==> config.mk <==
export PLATFORM = sky130hd
export DESIGN_NAME = instr_encoder
export DESIGN_NICKNAME = d
export VERILOG_FILES = /design/src/rtl/instr_encoder_pkg.sv /design/src/rtl/instr_word_pack.sv /design/src/rtl/instr_encoder.sv
export SDC_FILE = /design/constraint.sdc
export NUM_CORES = 1
export LEC_CHECK = 0
export CORE_ASPECT_RATIO = 1.5
export CORE_MARGIN = 5
export CORE_UTILIZATION = 40
export CTS_CLUSTER_SIZE = 28
export DETAILED_ROUTE_END_ITERATION = 8
export MAX_ROUTING_LAYER = met4
export PLACE_DENSITY = 0.77
export SLEW_MARGIN = 5
export SYNTH_ARGS = -nofsm -noshare
export SYNTH_HDL_FRONTEND = slang
export SYNTH_SLANG_ARGS = --single-unit
==> constraint.sdc <==
create_clock -name clk -period 2.01 [get_ports clk]
set_input_delay 0.3015 -clock clk [delete_from_list [all_inputs] [get_ports clk]]
set_output_delay 0.3015 -clock clk [all_outputs]
set_load 0.02 [all_outputs]
==> src/rtl/instr_encoder_pkg.sv <==
// instr_encoder_pkg
//   Shared definitions for the instruction encoder/streamer:
//   - op_e    : symbolic request opcode carried on req_op (5 bits)
//   - OPC_* / FUNCT_* : MIPS primary opcodes and SPECIAL funct codes,
//                       same values the stage decoder recognises
//   - state_e : encoder FSM state
//   - is_ctl_op : ops that own a branch delay slot
package instr_encoder_pkg;

  typedef enum logic [4:0] {
    OP_ADDU    = 5'd0,
    OP_SUBU    = 5'd1,
    OP_AND     = 5'd2,
    OP_OR      = 5'd3,
    OP_XOR     = 5'd4,
    OP_NOR     = 5'd5,
    OP_SLL     = 5'd6,
    OP_SRL     = 5'd7,
    OP_JR      = 5'd8,
    OP_SYSCALL = 5'd9,
    OP_ADDIU   = 5'd10,
    OP_ORI     = 5'd11,
    OP_LW      = 5'd12,
    OP_SW      = 5'd13,
    OP_BEQ     = 5'd14,
    OP_LUI     = 5'd15,
    OP_JAL     = 5'd16,
    OP_J       = 5'd17,
    OP_LI      = 5'd18
  } op_e;

  // Primary opcodes (instr[31:26])
  localparam logic [5:0] OPC_SPECIAL = 6'h00;
  localparam logic [5:0] OPC_J       = 6'h02;
  localparam logic [5:0] OPC_JAL     = 6'h03;
  localparam logic [5:0] OPC_BEQ     = 6'h04;
  localparam logic [5:0] OPC_ADDIU   = 6'h09;
  localparam logic [5:0] OPC_ORI     = 6'h0D;
  localparam logic [5:0] OPC_LUI     = 6'h0F;
  localparam logic [5:0] OPC_LW      = 6'h23;
  localparam logic [5:0] OPC_SW      = 6'h2B;

  // SPECIAL funct codes (instr[5:0])
  localparam logic [5:0] FUNCT_SLL     = 6'h00;
  localparam logic [5:0] FUNCT_SRL     = 6'h02;
  localparam logic [5:0] FUNCT_JR      = 6'h08;
  localparam logic [5:0] FUNCT_SYSCALL = 6'h0C;
  localparam logic [5:0] FUNCT_ADDU    = 6'h21;
  localparam logic [5:0] FUNCT_SUBU    = 6'h23;
  localparam logic [5:0] FUNCT_AND     = 6'h24;
  localparam logic [5:0] FUNCT_OR      = 6'h25;
  localparam logic [5:0] FUNCT_XOR     = 6'h26;
  localparam logic [5:0] FUNCT_NOR     = 6'h27;

  typedef enum logic [1:0] {
    ST_IDLE     = 2'd0,  // no word held
    ST_EMIT     = 2'd1,  // first/only word of a request held
    ST_EMIT_LO  = 2'd2,  // ori half of a two-word li held
    ST_EMIT_NOP = 2'd3   // delay-slot padding word held
  } state_e;

  // Control-transfer ops: the word after them executes in the delay slot.
  function automatic logic is_ctl_op(input logic [4:0] op);
    return (op == OP_BEQ) || (op == OP_J) || (op == OP_JAL) || (op == OP_JR);
  endfunction

endpackage

==> src/rtl/instr_word_pack.sv <==
// instr_word_pack
//   Purely combinational packer: turns one symbolic op plus its fields into
//   a 32-bit MIPS word. Fields an encoding does not use are forced to zero.
//   OP_LI is not handled here; the top splits it into lui/ori first.
// Ports:
//   op     in  5   op_e value
//   rs     in  5   source register
//   rt     in  5   source/target register
//   rd     in  5   destination register
//   shamt  in  5   shift amount
//   imm    in  26  immediate (I-type uses [15:0], J-type uses [25:0])
//   word   out 32  packed instruction
//   known  out 1   op is one this packer can encode
module instr_word_pack
  import instr_encoder_pkg::*;
(
  input  logic [4:0]  op,
  input  logic [4:0]  rs,
  input  logic [4:0]  rt,
  input  logic [4:0]  rd,
  input  logic [4:0]  shamt,
  input  logic [25:0] imm,
  output logic [31:0] word,
  output logic        known
);

  always_comb begin
    word  = '0;
    known = 1'b1;
    case (op)
      OP_ADDU:    word = {OPC_SPECIAL, rs, rt, rd, 5'd0, FUNCT_ADDU};
      OP_SUBU:    word = {OPC_SPECIAL, rs, rt, rd, 5'd0, FUNCT_SUBU};
      OP_AND:     word = {OPC_SPECIAL, rs, rt, rd, 5'd0, FUNCT_AND};
      OP_OR:      word = {OPC_SPECIAL, rs, rt, rd, 5'd0, FUNCT_OR};
      OP_XOR:     word = {OPC_SPECIAL, rs, rt, rd, 5'd0, FUNCT_XOR};
      OP_NOR:     word = {OPC_SPECIAL, rs, rt, rd, 5'd0, FUNCT_NOR};
      OP_SLL:     word = {OPC_SPECIAL, 5'd0, rt, rd, shamt, FUNCT_SLL};
      OP_SRL:     word = {OPC_SPECIAL, 5'd0, rt, rd, shamt, FUNCT_SRL};
      OP_JR:      word = {OPC_SPECIAL, rs, 15'd0, FUNCT_JR};
      OP_SYSCALL: word = {26'd0, FUNCT_SYSCALL};
      OP_ADDIU:   word = {OPC_ADDIU, rs, rt, imm[15:0]};
      OP_ORI:     word = {OPC_ORI, rs, rt, imm[15:0]};
      OP_LW:      word = {OPC_LW, rs, rt, imm[15:0]};
      OP_SW:      word = {OPC_SW, rs, rt, imm[15:0]};
      OP_BEQ:     word = {OPC_BEQ, rs, rt, imm[15:0]};
      OP_LUI:     word = {OPC_LUI, 5'd0, rt, imm[15:0]};
      OP_J:       word = {OPC_J, imm};
      OP_JAL:     word = {OPC_JAL, imm};
      default:    known = 1'b0;
    endcase
  end

endmodule

==> src/rtl/instr_encoder.sv <==
// instr_encoder
//   Writer-side instruction streamer for the boot/test loader. Accepts one
//   symbolic request per handshake and emits MIPS machine words, each paired
//   with its IMEM byte address (BASE_ADDR, then +ADDR_STEP per word, wrapping).
//   li is expanded into lui/ori (one word when a half is zero). Unknown ops are
//   swallowed and raise the sticky err flag.
//
//   Optional build macro DELAY_SLOT_NOP_EN: after every beq/j/jal/jr word a
//   32'h0 NOP is emitted at the next address before the next request is taken.
//
//   Handshakes (both ports): a transfer happens on the posedge where
//   valid && ready are both 1. The producer holds valid and payload stable
//   until that edge; ready may depend combinationally on the consumer's ready
//   (req_ready uses out_ready so throughput stays at one word per cycle).
//
//   The FSM state lives in register `state` (state_e) for probing.
//
// Ports:
//   clk        in  1   clock
//   reset      in  1   synchronous, active-low reset
//   req_valid  in  1   request present
//   req_ready  out 1   request accepted this cycle when req_valid is also 1
//   req_op     in  5   op_e value
//   req_rs/rt/rd/shamt in 5  register / shift fields
//   req_imm    in  32  immediate (16b I-type, 26b J-type, 32b li)
//   out_valid  out 1   out_word/out_addr hold a word
//   out_ready  in  1   consumer takes the word
//   out_word   out 32  encoded instruction
//   out_addr   out 32  IMEM byte address of out_word
//   err        out 1   sticky unknown-op flag
module instr_encoder
  import instr_encoder_pkg::*;
#(
  parameter logic [31:0] BASE_ADDR = 32'h0000_3000,
  parameter logic [31:0] ADDR_STEP = 32'd4
) (
  input  logic        clk,
  input  logic        reset,
  input  logic        req_valid,
  output logic        req_ready,
  input  logic [4:0]  req_op,
  input  logic [4:0]  req_rs,
  input  logic [4:0]  req_rt,
  input  logic [4:0]  req_rd,
  input  logic [4:0]  req_shamt,
  input  logic [31:0] req_imm,
  output logic        out_valid,
  input  logic        out_ready,
  output logic [31:0] out_word,
  output logic [31:0] out_addr,
  output logic        err
);

  state_e      state, state_d;
  logic [31:0] word_q, lo_word_q, addr_q;
  logic        err_q, has_lo_q, nop_q;

  logic        hs, accept, last_word;
  logic        is_li, li_two, nop_d, req_known;
  logic [15:0] li_hi, li_lo;

  logic [4:0]  op_a, rs_a;
  logic [25:0] imm_a;
  logic [31:0] word_a, word_b;
  logic        known_a, known_b;

  // ---------------------------------------------------------------------
  // Request decode: li is rewritten into its first word on packer A, while
  // packer B always builds the trailing "ori rt,rt,lo" in case it is needed.
  // ---------------------------------------------------------------------
  assign is_li  = (req_op == OP_LI);
  assign li_hi  = req_imm[31:16];
  assign li_lo  = req_imm[15:0];
  assign li_two = is_li && (li_hi != 16'd0) && (li_lo != 16'd0);

  always_comb begin
    op_a  = req_op;
    rs_a  = req_rs;
    imm_a = req_imm[25:0];
    if (is_li) begin
      rs_a = 5'd0;
      if (li_hi == 16'd0) begin
        op_a  = OP_ORI;
        imm_a = {10'd0, li_lo};
      end else begin
        op_a  = OP_LUI;
        imm_a = {10'd0, li_hi};
      end
    end
  end

  instr_word_pack u_pack_a (
    .op    (op_a),
    .rs    (rs_a),
    .rt    (req_rt),
    .rd    (req_rd),
    .shamt (req_shamt),
    .imm   (imm_a),
    .word  (word_a),
    .known (known_a)
  );

  instr_word_pack u_pack_b (
    .op    (OP_ORI),
    .rs    (req_rt),
    .rt    (req_rt),
    .rd    (req_rd),
    .shamt (req_shamt),
    .imm   ({10'd0, li_lo}),
    .word  (word_b),
    .known (known_b)
  );

  // li is known whenever its ori half can be packed (always, for ORI).
  assign req_known = is_li ? known_b : known_a;

`ifdef DELAY_SLOT_NOP_EN
  assign nop_d = is_ctl_op(req_op);
`else
  assign nop_d = 1'b0;
`endif

  // ---------------------------------------------------------------------
  // FSM: state register
  // ---------------------------------------------------------------------
  always_ff @(posedge clk) begin
    if (!reset) state <= ST_IDLE;
    else        state <= state_d;
  end

  // ---------------------------------------------------------------------
  // FSM: next state
  // ---------------------------------------------------------------------
  always_comb begin
    state_d = state;
    case (state)
      ST_IDLE: begin
        if (accept && req_known) state_d = ST_EMIT;
      end
      ST_EMIT, ST_EMIT_LO: begin
        if (hs) begin
          if (state == ST_EMIT && has_lo_q) state_d = ST_EMIT_LO;
          else if (nop_q)                   state_d = ST_EMIT_NOP;
          else if (accept && req_known)     state_d = ST_EMIT;
          else                              state_d = ST_IDLE;
        end
      end
      ST_EMIT_NOP: begin
        if (hs) state_d = (accept && req_known) ? ST_EMIT : ST_IDLE;
      end
      default: state_d = ST_IDLE;
    endcase
  end

  // ---------------------------------------------------------------------
  // FSM: outputs. The held word is the last of its request when no li
  // second half and no padding word remain behind it.
  // ---------------------------------------------------------------------
  always_comb begin
    out_valid = (state != ST_IDLE);
    hs        = out_valid && out_ready;
    case (state)
      ST_EMIT:     last_word = !has_lo_q && !nop_q;
      ST_EMIT_LO:  last_word = !nop_q;
      ST_EMIT_NOP: last_word = 1'b1;
      default:     last_word = 1'b0;
    endcase
    req_ready = (state == ST_IDLE) || (last_word && hs);
    accept    = req_valid && req_ready;
  end

  assign out_word = word_q;
  assign out_addr = addr_q;
  assign err      = err_q;

  // ---------------------------------------------------------------------
  // Datapath: held word, pending li half, padding flag, address, err.
  // A new request can only be accepted when nothing is pending, so loading
  // a request never races with advancing an expansion.
  // ---------------------------------------------------------------------
  always_ff @(posedge clk) begin
    if (!reset) begin
      word_q    <= '0;
      lo_word_q <= '0;
      addr_q    <= BASE_ADDR;
      err_q     <= 1'b0;
      has_lo_q  <= 1'b0;
      nop_q     <= 1'b0;
    end else begin
      if (hs) addr_q <= addr_q + ADDR_STEP;
      if (accept && !req_known) err_q <= 1'b1;

      if (accept && req_known) begin
        word_q    <= word_a;
        lo_word_q <= word_b;
        has_lo_q  <= li_two;
        nop_q     <= nop_d;
      end else if (hs && state == ST_EMIT && has_lo_q) begin
        word_q   <= lo_word_q;
        has_lo_q <= 1'b0;
      end else if (hs && nop_q) begin
        word_q <= 32'h0000_0000;
        nop_q  <= 1'b0;
      end
    end
  end

endmodule

==> metrics, run 1 <==
Worst IR Drop VDD 0.000485 V; number of top-level design ports 128; hold_buf cts 0; internal power component 3.55 mW; count of synthesis-stage warnings from yosys 0; crit path max fanout 6; synthesized-area fraction occupied by and/or/nand/nor cells 0.246; hold path depth 2; proportion of synthesized area in mux cells 0.0412; Final Net Count 845; area share of the largest cell type after synthesis 0.377; antenna violation net count after detailed routing 0; Flop pwr share 0.385; floorplan die height 142 um; sequential share of the synthesized area 0.377; endpoint class of the critical path register; sink of the worst hold path lo_word_q[6]$_SDFFE_PN0P_; clock tree from TritonCTS done; net switching power figure 1.39 mW; global-route wire length before repair 26.1 mm; input/output buffers 124; Core Rows 48; final critical path time including I/O delays and setup 1.95 ns; clock group share of total power 0.369; ys async rst share 0; pin count of the biggest net entering global routing 38; Reg2Reg Launch Point state[1]$_SDFFE_PN0P_; Via Count 5136; compound-gate portion of the synthesized area 0.214; fin util 0.624; HPWL after detailed placement 12.3 mm; total negative slack for setup checks 0 ns; Std-Cell Core Area 11400 um^2; capturing point of the worst reg2reg path out_word[21]$_SDFFE_PN0P_; DRC violation count after routing 0; status complete, no violations; transition time of the tightest slew-check pin 0.522 ns; number of flops mapped to enable cells by yosys 0; area grow syn2layout 54.2%; area of the multi-input gates 2730 um^2; Final Max Slew Viols 0; Horiz. Die Dim 97.7 um; number of diodes 0; Num Clock Sinks 87; number of iterations in the first detailed-routing pass 4; clk root buf sky130_fd_sc_hd__clkbuf_16; number of cells produced by synthesis 591; number of library cell types mapped by synthesis 52; footprint of the flip-flops and latches 1750 um^2; dominant register cell in the synthesized netlist sky130_fd_sc_hd__dfxtp_1; vias in the first global route 5220; fraction of the cycle the final worst path needs 0.970; Critical Setup Path Class in2reg; number of buffers added by the clock tree synthesis step 9; clock network latency to the later pin of the worst-skew pair 0.33 ns; share of synthesized cell area in full adder, half adder and majority cells 0.0135; final worst-path setup slack 0.0595 ns; clock slew at reported path FFs 0.07 ns; synthesized area 4620 um^2; Overflow after GRT 0; largest family of logic cells by synthesized area simple AND/OR/NAND/NOR gates; Initial DRC Count 167; fraction of power spent switching nets 0.282; post-layout total power 4.94 mW; CP required 2.25 ns; worst slew slack as a fraction of its limit 0.652; post-placement cell area 6630 um^2; max-capacitance violation count 0; Fmax achieved 0.513 GHz; initial antenna violation count 0; Crit path arrival time 2.19 ns; Finish-stage setup viols 0; worst setup slack for register-to-register paths 0.06 ns; part of the power in combinational logic 0.246; Final Routed Wirelength 16.1 mm; global-route usage over all layers 0.237; maximum buffer depth of the clock tree 2; type of origin of the critical path primary input; depth of the worst register-to-register path 9; floorplan die area 13800 um^2; average instance area after synthesis 7.81 um^2; placer congestion estimate 0.916; ratio of cells with drive above 1 in the final layout 0.193; total count of hold-check failures in the final report 0; leakage power 2.72 nW; power per cell area 694 nW/um^2; number of synthesized register bits 87; number of vias per cell 5.50; Yosys top cell by area sky130_fd_sc_hd__dfxtp_1; XOR/XNOR Fraction of Synth Area 0.0512; most frequent cell after synthesis sky130_fd_sc_hd__dfxtp_1; RSZ-0062 raised after global routing true; final cell area excluding filler cells 7120 um^2; pre-CTS WS -0.327 ns; Max Clock Skew 0.00550 ns; number of H-tree branching levels 3; worst min-delay path class reg2reg; initial core utilization 0.405; most used standard cells in the synthesized netlist 87 x sky130_fd_sc_hd__dfxtp_1, 85 x sky130_fd_sc_hd__nand2_1, 49 x sky130_fd_sc_hd__a21oi_1; worst min-delay path startpoint lo_word_q[6]$_SDFFE_PN0P_; Fill cells 990; cells taking the most area after synthesis sky130_fd_sc_hd__dfxtp_1 38%, sky130_fd_sc_hd__nand2_1 6.9%, sky130_fd_sc_hd__a21oi_1 5.3%, sky130_fd_sc_hd__nand3_1 4.2%, sky130_fd_sc_hd__o21ai_0 3.7%; post-DR wirelength/cell 17.3 um
power by group through the flow:
stage	Sequential, mW	Combinational, mW	Clock (mW)
CTS	1.90	1.17	1.86
finish	1.91	1.21	1.82
floorplan	2.01	0.476	0
global placement	1.94	1.12	0
global route	1.92	1.31	1.94
detailed placement	1.94	1.15	0
worst max path at each step:
stage                           from  slack, ns                        end  cells after the start
6_report                 req_imm[28]       0.06  out_word[11]$_SDFFE_PN0P_                      8
3_3_place_gp             req_imm[28]      -0.29   out_word[8]$_SDFFE_PN0P_                      9
4_1_cts        state[1]$_SDFFE_PN0P_      -0.09                  req_ready                      6
2_1_floorplan  state[0]$_SDFFE_PN0P_       0.04  out_word[25]$_SDFFE_PN0P_                      8
5_1_grt        state[1]$_SDFFE_PN0P_      -0.03  out_word[24]$_SDFFE_PN0P_                      9
3_5_place_dp             req_imm[27]      -0.33  out_word[12]$_SDFFE_PN0P_                      8
layer usage:
layer | up-vias | GRT usage | wire length (um)
met3 | 38 | 0.0394 | 795
met2 | 191 | 0.429 | 8400
li1 | 2489 | - | -
met4 | 0 | 0.0985 | 612
met5 | - | - | 0
met1 | 2418 | 0.255 | 6340
layout make-up:
| type | instances | share of cell area |
|---|---|---|
| multi-input combinational | 446 | 0.383 |
| inverter | 13 | 0.00685 |
| sequential | 87 | 0.245 |
| tap | 150 | 0.0263 |
| clock buffer | 9 | 0.0316 |
| clock inverter | 7 | 0.0146 |
| timing repair buffer | 222 | 0.292 |
critical path, cell delays in order:
cell and delay (ns):
sky130_fd_sc_hd__clkdlybuf4s50_1 0.48, sky130_fd_sc_hd__nor4_4 0.29, sky130_fd_sc_hd__buf_4 0.16, sky130_fd_sc_hd__and4_4 0.23, sky130_fd_sc_hd__buf_2 0.19, sky130_fd_sc_hd__o21ai_0 0.10, sky130_fd_sc_hd__a21o_1 0.19, sky130_fd_sc_hd__a221oi_1 0.25
through the flow:
step	hold slack [ns]	instances
after floorplan	0.433	593
after global placement	0.440	913
after detailed placement	0.448	913
after CTS	0.461	932
after global routing	0.485	934
final	0.458	934
cell usage in the layout, fill, tap and decap left out, types with 16 or more instances in the layout:
| cell | instances |
|---|---|
| sky130_fd_sc_hd__a21o_1 | 17 |
| sky130_fd_sc_hd__a21oi_1 | 48 |
| sky130_fd_sc_hd__buf_4 | 86 |
| sky130_fd_sc_hd__clkdlybuf4s50_1 | 121 |
| sky130_fd_sc_hd__dfxtp_1 | 85 |
| sky130_fd_sc_hd__nand2_1 | 85 |
| sky130_fd_sc_hd__nand3_1 | 39 |
| sky130_fd_sc_hd__nor2_1 | 40 |
| sky130_fd_sc_hd__o21ai_0 | 33 |
| sky130_fd_sc_hd__xor2_1 | 16 |
cell families after synthesis:
group           count (synthesis)
flops                          87
fa+ha+maj                       5
simple gates                  237
mux                            18
compound gates                156
other cells                     1
xor+xnor                       27
buf+inv                        60
flip-flops by register name, indices dropped and copies added, names as in the netlist:
name / count
err: 1
out_word: 31
has_lo_q: 1
state: 2
lo_word_q: 22
out_addr: 30
repair_timing:
item / 4_1_cts / 5_1_grt
resized for setup: 11 / 28
pin swaps: 5 / 7
endpoints found under the hold margin: 0 / 0
buffers inserted: 3 / 1
gates cloned: 0 / 1
endpoints found under the setup margin: 32 / 53
(Power assumes the default switching activity.)
==> run 2: changes to the inputs <==
--- a/config.mk
+++ b/config.mk
@@ -7,11 +7,11 @@
 export LEC_CHECK = 0
 export CORE_ASPECT_RATIO = 1.5
 export CORE_MARGIN = 5
-export CORE_UTILIZATION = 40
+export CORE_UTILIZATION = 50
 export CTS_CLUSTER_SIZE = 28
 export DETAILED_ROUTE_END_ITERATION = 8
 export MAX_ROUTING_LAYER = met4
-export PLACE_DENSITY = 0.77
+export PLACE_DENSITY = 0.89
 export SLEW_MARGIN = 5
 export SYNTH_ARGS = -nofsm -noshare
 export SYNTH_HDL_FRONTEND = slang
==> constraint.sdc (replaced) <==
create_clock -name clk -period 2.4 [get_ports clk]
set_input_delay 0.36 -clock clk [delete_from_list [all_inputs] [get_ports clk]]
set_output_delay 0.36 -clock clk [all_outputs]
set_load 0.02 [all_outputs]
==> run 2 against run 1 <==
Non-clock buffer count shrank 63; sequential share of layout area increased by 2.4 points; combinational power fell by 27%; critical path type is now reg2out; final cell count is 11% lower; clock-buffer cell count increased by 1; setup slack improved by 0.013 ns; critical path depth fell by 3; total power shrank 21%; final area is 9.3% lower; flip-flop and latch count stayed put; core utilization grew 8.2 points.
==> metrics, run 2 (synthesis results as in run 1) <==
status complete, no violations; number of iterations in the first detailed-routing pass 5 (+1); placer congestion estimate 1.01 (+10%); floorplan die area 11300 um^2 (-18%); ratio of cells with drive above 1 in the final layout 0.0929 (-0.0997); number of buffers added by the clock tree synthesis step 9 (unchanged); Num Clock Sinks 87 (unchanged); Worst IR Drop VDD 0.000446 V (-8.0%); Overflow after GRT 0 (unchanged); initial core utilization 0.505 (+0.100); input/output buffers 124 (unchanged); power per cell area 603 nW/um^2 (-13%); Fmax achieved 0.430 GHz; maximum buffer depth of the clock tree 2 (unchanged); clock slew at reported path FFs 0.06 ns (about the same); type of origin of the critical path register; max-capacitance violation count 0 (unchanged); RSZ-0062 raised after global routing false; Initial DRC Count 454 (+170%); Final Routed Wirelength 15.4 mm (-4.7%); post-layout total power 3.90 mW (-21%); area of the multi-input gates 2650 um^2 (-3.1%); number of diodes 0 (unchanged); Std-Cell Core Area 9150 um^2 (-20%); Final Max Slew Viols 0 (unchanged); Critical Setup Path Class reg2out; worst slew slack as a fraction of its limit 0.623 (-0.0288); CP required 2.04 ns (-0.21 ns); crit path max fanout 10 (+4); met1 track demand over resource 0.298 (+0.0437); met2 track demand over resource 0.483 (+0.0545); clock network latency to the later pin of the worst-skew pair 0.34 ns (about the same); global-route usage over all layers 0.278 (+0.0414); total count of hold-check failures in the final report 0 (unchanged); total negative slack for setup checks 0 ns (unchanged); number of vias per cell 6.09 (+11%); floorplan die height 128 um (-9.8%); Core Rows 43 (-10%); most used routing layer met2; Fill cells 717 (-28%); final critical path time including I/O delays and setup 2.33 ns; GR Layer Usage met3 0.0392 (-0.000122); leakage power 2.36 nW (-13%); hold_buf cts 0 (unchanged); top library cells by usage in the layout, fill and taps aside 123 x sky130_fd_sc_hd__clkdlybuf4s50_1, 87 x sky130_fd_sc_hd__dfxtp_1, 85 x sky130_fd_sc_hd__nand2_1; HPWL after detailed placement 11.4 mm (-7.2%); number of top-level design ports 128 (unchanged); number of H-tree branching levels 3 (unchanged); clk root buf sky130_fd_sc_hd__clkbuf_16; Via Count 5069 (-1.3%); post-DR wirelength/cell 18.5 um (+6.9%); Final Net Count 782 (-7.5%); antenna violation net count after detailed routing 0 (unchanged); endpoint class of the critical path primary output; fin util 0.707 (+0.0823); vias in the first global route 5085 (-2.6%); initial antenna violation count 0 (unchanged); Horiz. Die Dim 88.5 um (-9.5%); area grow syn2layout 39.9%; transition time of the tightest slew-check pin 0.563 ns (+0.0412 ns); Finish-stage setup viols 0 (unchanged); DRC violation count after routing 0 (unchanged); max reg flops 31 (unchanged); fraction of the cycle the final worst path needs 0.970; worst min-delay path class reg2reg; Crit path arrival time 1.97 ns (-0.22 ns); global-route wire length before repair 24.2 mm (-7.1%); Max Clock Skew 0.00984 ns (+0.00434 ns); pin count of the biggest net entering global routing 44 (+16%); footprint of the flip-flops and latches 1740 um^2 (-0.29%); leading cell type in the layout, fill and taps excluded sky130_fd_sc_hd__clkdlybuf4s50_1; clock tree from TritonCTS done
[run 2: path summary, 6_finish.rpt]
kind / depth (start not counted) / from / end / slack, ns
worst min register to register: 2 / lo_word_q[10]$_SDFFE_PN0P_ / lo_word_q[10]$_SDFFE_PN0P_ / 0.46
worst max-delay path: 5 / state[0]$_SDFFE_PN0P_ / out_valid / 0.07
worst max register to register: 9 / state[1]$_SDFFE_PN0P_ / out_word[23]$_SDFFE_PN0P_ / 0.14
worst min-delay path: 2 / lo_word_q[10]$_SDFFE_PN0P_ / lo_word_q[10]$_SDFFE_PN0P_ / 0.46
[run 2: cell type report]
type	instances	area share
multi-input cells	446	0.409
flip-flops and latches	87	0.270
repair buffers	159	0.244
clock buffers	10	0.0370
well taps	112	0.0217
clock inverters	6	0.0106
inverters	13	0.00755
[run 2: per-layer routing]
layer,part of all wire,wire [um]
met5,0,0
met2,0.51,7890
met1,0.38,5790
met3,0.069,1060
met4,0.042,649
[run 2: per-stage QoR]
| stage | cells | area (um^2) | setup slack, ns | hold WS (ns) |
|---|---|---|---|---|
| after CTS | 833 | 6460 | 0.0724 | 0.454 |
| after global routing | 833 | 6460 | 0.00308 | 0.477 |
| final | 833 | 6460 | 0.0720 | 0.456 |
| after floorplan | 593 | 4630 | 0.248 | 0.433 |
| after detailed placement | 817 | 6150 | 0.0493 | 0.445 |
| after global placement | 817 | 6150 | 0.101 | 0.443 |
[run 2: what timing repair did]
item,4_1_cts,5_1_grt
buffers inserted,0,0
endpoints found under the setup margin,1,1
gates cloned,0,0
gates resized for setup,1,1
pin swaps,0,0
[run 2: worst max-delay path, cell delays in order (launching register included)]
cell,delay (ns)
sky130_fd_sc_hd__dfxtp_1,0.39
sky130_fd_sc_hd__inv_1,0.09
sky130_fd_sc_hd__ha_1,0.26
sky130_fd_sc_hd__buf_4,0.19
sky130_fd_sc_hd__inv_1,0.07
sky130_fd_sc_hd__clkdlybuf4s50_1,0.62
[run 2: power breakdown]
part	switching (mW)	total (mW)	internal, mW
clock network	0.576	1.42	0.840
logic	0.473	0.886	0.413
registers	0.0592	1.60	1.54
total	1.11	3.90	2.79
==> run 3: changes to the inputs <==
--- a/config.mk
+++ b/config.mk
@@ -7,11 +7,12 @@
 export LEC_CHECK = 0
 export CORE_ASPECT_RATIO = 1.5
 export CORE_MARGIN = 5
-export CORE_UTILIZATION = 50
+export CORE_UTILIZATION = 54
+export CTS_BUF_LIST = sky130_fd_sc_hd__clkbuf_2 sky130_fd_sc_hd__clkbuf_4 sky130_fd_sc_hd__clkbuf_8
 export CTS_CLUSTER_SIZE = 28
 export DETAILED_ROUTE_END_ITERATION = 8
 export MAX_ROUTING_LAYER = met4
-export PLACE_DENSITY = 0.89
+export PLACE_DENSITY = 0.94
 export SLEW_MARGIN = 5
 export SYNTH_ARGS = -nofsm -noshare
 export SYNTH_HDL_FRONTEND = slang
==> run 3 against run 2 <==
Flip-flop and latch count stayed put; clock-buffer cell count rose by 1; sequential share of layout area is 0.34 points higher; critical path depth grew 1; setup slack improved by 0.0079 ns; sequential power about the same; register-to-register slack barely moved; clock skew shrank 0.0010 ns; critical path type unchanged; highest routed layer unchanged.
==> metrics, run 3 (synthesis results as in run 1) <==
post-placement cell area 6160 um^2 (+0.10%); number of diodes 0 (unchanged); part of the power in combinational logic 0.250 (+0.023); endpoint class of the critical path primary output; maximum buffer depth of the clock tree 2 (unchanged); number of buffers added by the clock tree synthesis step 9 (unchanged); Critical Setup Path Class reg2out; vias in the first global route 5043 (-0.83%); clock network latency to the later pin of the worst-skew pair 0.36 ns (+0.02 ns); post-DR wirelength/cell 18.7 um (+1.1%); transition time of the tightest slew-check pin 0.624 ns (+0.0613 ns); final critical path time including I/O delays and setup 2.32 ns (-0.00795 ns); global-route wire length before repair 24.6 mm (+1.6%); net switching power figure 1.05 mW (-5.7%); maximum cell stage delay along the critical path 0.39 ns (-0.23 ns); clock group share of total power 0.310 (-0.053); leakage power 2.36 nW (-0.15%); floorplan die height 123 um (-3.5%); Final Net Count 786 (+0.51%); top library cells by usage in the layout, fill and taps aside 122 x sky130_fd_sc_hd__clkdlybuf4s50_1, 87 x sky130_fd_sc_hd__dfxtp_1, 85 x sky130_fd_sc_hd__nand2_1; placer congestion estimate 0.987 (-2.2%); internal power component 2.57 mW (-7.7%); global-route usage over all layers 0.302 (+0.0243); Final Routed Wirelength 15.5 mm (+0.84%); cell-by-cell listing of the critical path inv_1, ha_1, nor2b_1, o31ai_2, nand2_1, dlygate4sd2_1; Via Count 5197 (+2.5%); number of vias per cell 6.25 (+2.8%); initial core utilization 0.549 (+0.0440); post-CTS repair timing setup buffer count 0 (unchanged); final worst hold slack 0.463 ns (+0.00691 ns); number of iterations in the first detailed-routing pass 7 (+2); total count of hold-check failures in the final report 0 (unchanged); crit path max fanout 6 (-4); number of H-tree branching levels 3 (unchanged); pre-CTS WS -0.0101 ns (-0.0593 ns); fraction of power spent switching nets 0.289 (+0.00456); floorplan die area 10500 um^2 (-6.7%); HPWL after detailed placement 11.4 mm (-0.33%); Max Clock Skew 0.00880 ns (-0.00104 ns); worst slew slack as a fraction of its limit 0.582 (-0.0410); max-capacitance violation count 0 (unchanged); Initial DRC Count 643 (+42%); Crit path arrival time 1.96 ns (about the same); Flop pwr share 0.440 (+0.031); Fill cells 600 (-16%); leading cell type in the layout, fill and taps excluded sky130_fd_sc_hd__clkdlybuf4s50_1; footprint of the flip-flops and latches 1740 um^2 (unchanged); initial antenna violation count 0 (unchanged); area of the multi-input gates 2640 um^2 (-0.19%); clock slew at reported path FFs 0.08 ns (+0.02 ns); fraction of the cycle the final worst path needs 0.967 (-0.00331); CP required 2.04 ns (about the same); antenna violation net count after detailed routing 0 (unchanged); Horiz. Die Dim 85.5 um (-3.4%); Core Rows 41 (-4.7%); clock tree from TritonCTS done; final worst-path setup slack 0.0799 ns (+0.00795 ns); worst min-delay path class reg2reg; area grow syn2layout 38.2%; final cell area excluding filler cells 6380 um^2 (-1.2%); number of top-level design ports 128 (unchanged); slowest library cell on the worst path sky130_fd_sc_hd__dfxtp_1; clk root buf sky130_fd_sc_hd__clkbuf_8; Std-Cell Core Area 8410 um^2 (-8.0%); Worst IR Drop VDD 0.000316 V (-29%); DRC violation count after routing 0 (unchanged); input/output buffers 124 (unchanged); power per cell area 567 nW/um^2 (-6.0%); Overflow after GRT 0 (unchanged); Final Max Slew Viols 0 (unchanged); pin count of the biggest net entering global routing 53 (+20%); max reg flops 31 (unchanged); Finish-stage setup viols 0 (unchanged); ratio of cells with drive above 1 in the final layout 0.0967 (+0.00376); status complete, no violations; type of origin of the critical path register; Fmax achieved 0.431 GHz (+0.34%); Num Clock Sinks 87 (unchanged)
## run 3: changes by cell type in the layout (fill, tap and decap cells not counted), moves of 2 or more
cell                        delta
sky130_fd_sc_hd__clkbuf_16     -9
sky130_fd_sc_hd__clkbuf_8      +9
sky130_fd_sc_hd__buf_4         +4
sky130_fd_sc_hd__clkinv_4      -2
## run 3: metal layers
metal / up-vias / GRT usage / wire, um
met4: 0 / 0.178 / 828
met2: 357 / 0.521 / 7880
met1: 2383 / 0.326 / 5550
met3: 90 / 0.0493 / 1270
li1: 2367 / - / -
met5: - / - / 0
## run 3: critical path, delay by kind of cell, from the launching register on
kind | cells | cell delay, ns
DFF | 1 | 0.39
AOI/OAI and AO/OA | 1 | 0.28
adders and majority gates | 1 | 0.25
and+or+nand+nor | 2 | 0.28
buffers and inverters | 2 | 0.41
## run 3: metrics by stage
step | std cells | power [mW] | TNS [ns] | util
final | 831 | 3.62 | 0 | 0.759
after global routing | 831 | 3.76 | -0.00800 | 0.759
after CTS | 831 | 3.61 | 0 | 0.757
after detailed placement | 816 | 2.51 | -0.0101 | 0.732
after global placement | 816 | 2.48 | 0 | 0.732
after floorplan | 593 | 2.08 | 0 | -
## run 3: worst paths after layout
path	startpoint	endpoint	slack, ns	cells after the start
max	state[1]$_SDFFE_PN0P_	req_ready	0.08	6
max reg2reg	state[1]$_SDFFE_PN0P_	out_word[24]$_SDFFE_PN0P_	0.13	9
min reg2reg	lo_word_q[13]$_SDFFE_PN0P_	lo_word_q[13]$_SDFFE_PN0P_	0.46	2
min	lo_word_q[13]$_SDFFE_PN0P_	lo_word_q[13]$_SDFFE_PN0P_	0.46	2
## run 3: layout make-up
class	count	area share
tap	107	0.0210
clock buffer	11	0.0227
multi-input combinational	446	0.414
timing repair buffer	163	0.251
inverter	13	0.00765
clock inverter	4	0.0110
sequential	87	0.273
## run 3: power groups by stage
stage | clock [mW] | combinational, mW | sequential [mW]
floorplan | 0 | 0.398 | 1.68
global placement | 0 | 0.855 | 1.62
detailed placement | 0 | 0.888 | 1.62
CTS | 1.13 | 0.891 | 1.59
global route | 1.19 | 0.967 | 1.60
finish | 1.12 | 0.905 | 1.59
## run 3: timing repair
| action | 4_1_cts | 5_1_grt |
|---|---|---|
| setup endpoints to repair | 1 | 3 |
| resized for setup | 1 | 3 |
| hold buffers | 0 | 0 |
| hold endpoints to repair | 0 | 0 |
